===== config.mk =====
export PLATFORM = sky130hd
export DESIGN_NAME = branch_resolve
export DESIGN_NICKNAME = d
export VERILOG_FILES = /design/src/rtl/branch_resolve.sv
export SDC_FILE = /design/constraint.sdc
export NUM_CORES = 1
export LEC_CHECK = 0
export ABC_AREA = 1
export CAP_MARGIN = 25
export CORE_MARGIN = 5
export CORE_UTILIZATION = 55
export CTS_CLUSTER_DIAMETER = 100
export DETAILED_ROUTE_END_ITERATION = 7
export MAX_ROUTING_LAYER = met4
export PLACE_DENSITY = 0.83
export REMOVE_ABC_BUFFERS = 1
export SLEW_MARGIN = 25
export SYNTH_ARGS = -nofsm -noshare
export SYNTH_HDL_FRONTEND = slang
export SYNTH_SLANG_ARGS = --single-unit

===== constraint.sdc =====
create_clock -name clk -period 6.6 [get_ports clk]
set_input_delay 1.32 -clock clk [delete_from_list [all_inputs] [get_ports clk]]
set_output_delay 1.32 -clock clk [all_outputs]
set_load 0.05 [all_outputs]

===== src/rtl/branch_resolve.sv =====
// Branch resolution: in-order queue of fetch-time BTB predictions, checked at execute.
// Optional BRU_STATS_EN adds stat_resolved / stat_mispred counters.
module branch_resolve #(
    parameter int DEPTH = 4
) (
    input  logic        clk,
    input  logic        reset_n,
    input  logic        push,
    input  logic [31:0] push_pc,
    input  logic        push_pred,
    input  logic [31:0] push_target,
    output logic        push_ready,
    input  logic        res_valid,
    input  logic        res_taken,
    input  logic [31:0] res_target,
    output logic        flush,
    output logic [31:0] redirect_pc,
    output logic        btb_en,
    output logic [31:0] btb_pc,
    output logic [31:0] btb_target,
    output logic        btb_taken,
    output logic        res_err
`ifdef BRU_STATS_EN
    ,
    output logic [31:0] stat_resolved,
    output logic [31:0] stat_mispred
`endif
);

    localparam int AW = $clog2(DEPTH);
    localparam logic [AW:0] FULL = (AW+1)'(DEPTH);
    localparam logic [0:0] RUN   = 1'b0;
    localparam logic [0:0] FLUSH = 1'b1;

    logic [0:0]    state_q, state_d;
    logic [AW-1:0] wr_ptr_q, wr_ptr_d;
    logic [AW-1:0] rd_ptr_q, rd_ptr_d;
    logic [AW:0]   count_q, count_d;

    logic [31:0] pc_mem   [DEPTH];
    logic [31:0] tgt_mem  [DEPTH];
    logic        pred_mem [DEPTH];

    logic        flush_q, flush_d;
    logic [31:0] redirect_q, redirect_d;
    logic        btb_en_q, btb_en_d;
    logic [31:0] btb_pc_q, btb_pc_d;
    logic [31:0] btb_target_q, btb_target_d;
    logic        btb_taken_q, btb_taken_d;
    logic        res_err_q, res_err_d;

    logic        pop, do_push, mispred;
    logic [31:0] entry_pc, entry_tgt;
    logic        entry_pred;

    assign entry_pc   = pc_mem[rd_ptr_q];
    assign entry_tgt  = tgt_mem[rd_ptr_q];
    assign entry_pred = pred_mem[rd_ptr_q];

    // push_ready uses the pre-pop count, so a full queue drops a push even when popping.
    assign push_ready = (state_q == RUN) && (count_q < FULL);

    always_comb begin
        pop     = (state_q == RUN) && res_valid && (count_q != '0);
        mispred = pop && ((entry_pred != res_taken) ||
                          (entry_pred && res_taken && (entry_tgt != res_target)));
        do_push = push && push_ready && !mispred;

        state_d  = mispred ? FLUSH : RUN;
        wr_ptr_d = wr_ptr_q;
        rd_ptr_d = rd_ptr_q;
        count_d  = count_q;

        if (mispred) begin
            wr_ptr_d = '0;
            rd_ptr_d = '0;
            count_d  = '0;
        end else begin
            if (do_push) wr_ptr_d = wr_ptr_q + AW'(1);
            if (pop)     rd_ptr_d = rd_ptr_q + AW'(1);
            unique case ({do_push, pop})
                2'b10:   count_d = count_q + (AW+1)'(1);
                2'b01:   count_d = count_q - (AW+1)'(1);
                default: count_d = count_q;
            endcase
        end

        flush_d      = mispred;
        redirect_d   = '0;
        if (mispred) redirect_d = res_taken ? res_target : entry_pc + 32'd4;

        btb_en_d     = pop;
        btb_pc_d     = pop ? entry_pc   : btb_pc_q;
        btb_target_d = pop ? res_target : btb_target_q;
        btb_taken_d  = pop ? res_taken  : btb_taken_q;
        res_err_d    = (state_q == RUN) && res_valid && (count_q == '0);
    end

    // NOTE: queue storage has no reset; count/pointers alone define which entries are live.
    always_ff @(posedge clk) begin
        if (do_push) begin
            pc_mem[wr_ptr_q]   <= push_pc;
            tgt_mem[wr_ptr_q]  <= push_target;
            pred_mem[wr_ptr_q] <= push_pred;
        end
    end

    always_ff @(posedge clk or negedge reset_n) begin
        if (!reset_n) begin
            state_q      <= RUN;
            wr_ptr_q     <= '0;
            rd_ptr_q     <= '0;
            count_q      <= '0;
            flush_q      <= 1'b0;
            redirect_q   <= '0;
            btb_en_q     <= 1'b0;
            btb_pc_q     <= '0;
            btb_target_q <= '0;
            btb_taken_q  <= 1'b0;
            res_err_q    <= 1'b0;
        end else begin
            state_q      <= state_d;
            wr_ptr_q     <= wr_ptr_d;
            rd_ptr_q     <= rd_ptr_d;
            count_q      <= count_d;
            flush_q      <= flush_d;
            redirect_q   <= redirect_d;
            btb_en_q     <= btb_en_d;
            btb_pc_q     <= btb_pc_d;
            btb_target_q <= btb_target_d;
            btb_taken_q  <= btb_taken_d;
            res_err_q    <= res_err_d;
        end
    end

    assign flush       = flush_q;
    assign redirect_pc = redirect_q;
    assign btb_en      = btb_en_q;
    assign btb_pc      = btb_pc_q;
    assign btb_target  = btb_target_q;
    assign btb_taken   = btb_taken_q;
    assign res_err     = res_err_q;

`ifdef BRU_STATS_EN
    logic [31:0] stat_resolved_q, stat_resolved_d;
    logic [31:0] stat_mispred_q, stat_mispred_d;

    always_comb begin
        stat_resolved_d = stat_resolved_q + (pop ? 32'd1 : 32'd0);
        stat_mispred_d  = stat_mispred_q + (mispred ? 32'd1 : 32'd0);
    end

    always_ff @(posedge clk or negedge reset_n) begin
        if (!reset_n) begin
            stat_resolved_q <= '0;
            stat_mispred_q  <= '0;
        end else begin
            stat_resolved_q <= stat_resolved_d;
            stat_mispred_q  <= stat_mispred_d;
        end
    end

    assign stat_resolved = stat_resolved_q;
    assign stat_mispred  = stat_mispred_q;
`endif

endmodule


==> parameters.txt <==
Parameter                              Value

Run status
  Run status ... finished clean

Setup path
  Data arrival time at the worst-slack endpoint ... 4750 ps
  Sort of element at the end of the critical path ... flop
  Max Fanout on Critical Path ... 131
  Startpoint kind of the worst setup timing path ... flop
  CP Data Required Time ... 6720 ps
  Worst setup path category ... reg -> reg

Synth
  Largest family of logic cells by synthesized area ... simple AND/OR/NAND/NOR gates
  Netlist cell types ... 38
  Synthesized instance count ... 1429
  Share of synthesized cell area in and, or, nand and nor gates ... 0.2084
  Adder and majority cell fraction of the synthesized area ... 0.006151
  Avg Cell Area, Syn ... 10.82 um^2
  Synthesized cell area ... 0.01546 mm^2
  Post-synthesis compound-gate area fraction ... 0.04451
  Xor and xnor area share after synthesis ... 0.01530
  Number of flip-flops and latches in the synthesized netlist ... 367
  Post-synthesis sequential area ratio ... 0.6782
  Ys Warns ... 0
  Post-synthesis mux area share ... 0

STA
  Final setup fails ... 0
  Max Fclk ... 0.2161 GHz
  Post-route minimum period ... 4628 ps
  Final clock skew ... 22.97 ps
  Portion of the clock cycle consumed by the worst path in the final layout ... 0.7012
  Transition at the pin with the smallest max-transition slack ... 999.5 ps
  Unrepaired setup endpoints after global routing ... no
  Hold Fails Final Rpt ... 0
  Worst relative slew slack ... 0.3337
  Number of pins exceeding their max-slew limit in the final report ... 0

Job
  Max cap viols ... 0

Power
  Leakage power ... 0.007472 uW
  Power Total ... 9358 uW
  Maximum vdd ir drop ... 0.3533 mV
  Areal power density over the cells ... 497.6 mW/mm^2

Finish
  Area of combinational cells with multiple inputs ... 0.004284 mm^2
  Top library cells by usage in the layout, fill and taps aside ... nand2_1 (479), edfxtp_1 (260), clkdlybuf4s50_1 (200), nand3_1 (166), dfrtp_1 (105)
  Area growth syn-to-layout ... 21.65%
  NumNets Final ... 1725
  Storage element area ... 0.01049 mm^2
  Share of layout cells above drive strength 1 ... 0.05968
  Most frequent standard cell in the layout excluding fill and tap cells ... nand2_1
  Utilization after layout ... 0.6770
  Layout fillers ... 2055

Floorplan
  Core Region ... 0.02778 mm^2
  Row Count ... 61
  Die width ... 177.7 um
  Starting density of the core ... 0.5565
  Num ports ... 203
  Die Area ... 0.03156 mm^2
  Die H ... 177.7 um

CTS
  Number of buffers inserted to repair setup after CTS ... 0
  Count of clock tree sinks ... 367
  Number of gates resized after cts ... 0
  Clock Tree Root ... clkbuf_16
  Clock transition time at the flip-flop clock pins of the worst setup and hold paths ... 60 ps
  Later-pin clock latency in the skew report ... 510 ps
  TritonCTS clock tree ... done
  Hold-fix buffers, CTS ... 0
  Deepest level of the CTS H-tree ... 2
  CTS Buf Count ... 37
  Worst-case clock buffer depth ... 3

GRT
  Number of global-route vias before repair ... 11340
  Global Route Usage Sum ... 0.2611
  Number of antenna violations at the first check in global routing ... 4
  Largest net degree at the start of global routing ... 132
  Global-route wire length before repair ... 61310 um
  Global route total overflow ... 0

Routing
  Post-detailed-route DRC marker count ... 0
  Detailed-route wire length ... 40020 um
  Total via count in the routed design ... 11400
  Number of detailed-route iterations in the first pass ... 6
  Post-detailed-route count of antenna-violating nets ... 0
  First DRT Iteration DRCs ... 1063
  Routed WL per cell ... 19.74 um
  Mean number of vias per cell ... 5.622

Placement
  Placed wire-length estimate after detailed placement ... 25800 um
  Number of buffer cells added on primary ports ... 202
  RePlAce Congestion ... 0.9445

Min path
  Min-delay worst type ... reg -> reg
state kept, by name, summed over array words and instances, names as in the netlist, 2 cells and up:
name         cells
tgt_mem        128
count_q          3
wr_ptr_q         2
rd_ptr_q         2
pc_mem         128
redirect_pc     32
btb_target      32
btb_pc          32
pred_mem         4
layout make-up:
cell class,instances,area share
Clock buffer,56,0.05682
Sequential cell,367,0.5578
Clock inverter,9,0.003726
Timing Repair Buffer,215,0.1130
Antenna cell,7,0.0009314
Multi-Input combinational cell,922,0.2278
Tap cell,378,0.02515
Inverter,73,0.01484
power breakdown:
| part | switching (uW) | internal (uW) |
|---|---|---|
| sequential | 261 | 2990 |
| combinational | 2950 | 1170 |
| clock | 829 | 1150 |
| total | 4040 | 5310 |
synth_stat cells:
master	number	area share
a211oi_1	21	0.010
a21oi_1	8	0.0026
a221oi_1	2	0.0011
a31oi_1	2	0.00081
a32o_1	4	0.0026
buf_2	15	0.0049
buf_4	15	0.0073
buf_6	14	0.010
buf_8	2	0.0019
clkbuf_1	21	0.0051
clkinv_1	1	0.00024
dfrtp_1	107	0.17
edfxtp_1	260	0.51
fa_1	1	0.0013
ha_1	6	0.0049
inv_1	65	0.016
inv_2	6	0.0015
inv_6	1	0.00057
nand2_1	479	0.12
nand2_2	9	0.0036
nand3_1	167	0.054
nand3_2	4	0.0026
nand3b_1	1	0.00049
nand4_1	10	0.0040
nor2_1	83	0.020
nor2_2	3	0.0012
nor2_4	3	0.0022
nor3_1	7	0.0023
nor3_2	1	0.00065
nor4_1	1	0.00040
o21ai_0	76	0.025
o21ai_1	3	0.00097
o21bai_2	1	0.00073
o22ai_1	1	0.00040
o31ai_1	1	0.00049
or3_1	1	0.00040
xnor2_1	7	0.0040
xor2_1	20	0.011
path summary, 6_finish.rpt:
kind,from,to,slack (ps),cells past startpoint
worst min-delay path,btb_target[26],btb_target[26],480,2
worst max register to register,rd_ptr_q[0],pc_mem[2][15],1970,18
min in group asynchronous,reset_n,btb_pc[1],800,1
worst min register to register,btb_target[26],btb_target[26],480,2
worst max-delay path,rd_ptr_q[0],pc_mem[2][15],1970,18
max in group asynchronous,reset_n,rd_ptr_q[0],4410,2
routing by layer:
layer	vias to the layer above	GRT usage	wire length, um
met3	137	0.05667	3689
li1	5230	-	-
met5	-	-	0
met1	5443	0.3241	15230
met2	586	0.4202	19460
met4	0	0.1086	1642
critical path: stages (launching register included):
cell     delay, ps
dfrtp_4        740
inv_6          790
nand2_1        100
nand3_1        140
nand2_1         60
nand2_1         60
nand2_1         60
inv_1           60
nand2_1         50
nor2_1         100
nand2_1        100
nor2_1         140
nand2_1         80
nand2_1         50
nand2_1         70
nand2_1        100
nand2_2        170
nor2_4         430
buf_4          740
stage by stage:
step	hold WS (ps)	instances	area [um^2]	setup TNS [ps]	setup slack, ps
4_1_cts	487.5	2020	18790	0	2015
2_1_floorplan	495.7	1362	15010	-328870	-1265
5_1_grt	503.2	2025	18800	0	1686
3_3_place_gp	466.1	1955	17650	0	2117
6_report	480.1	2027	18810	0	1972
3_5_place_dp	473.5	1955	17650	0	2056
cell families (layout without fill, tap and decap cells):
| group | after synthesis | in the layout |
|---|---|---|
| DFF | 367 | 367 |
| buffers and inverters | 140 | 353 |
| AOI/OAI and AO/OA | 119 | 119 |
| adders and majority gates | 7 | 7 |
| other | 0 | 7 |
| xor gates and xnor gates | 27 | 27 |
| and+or+nand+nor | 769 | 769 |
No activity file was read; power rests on OpenSTA's default activity.
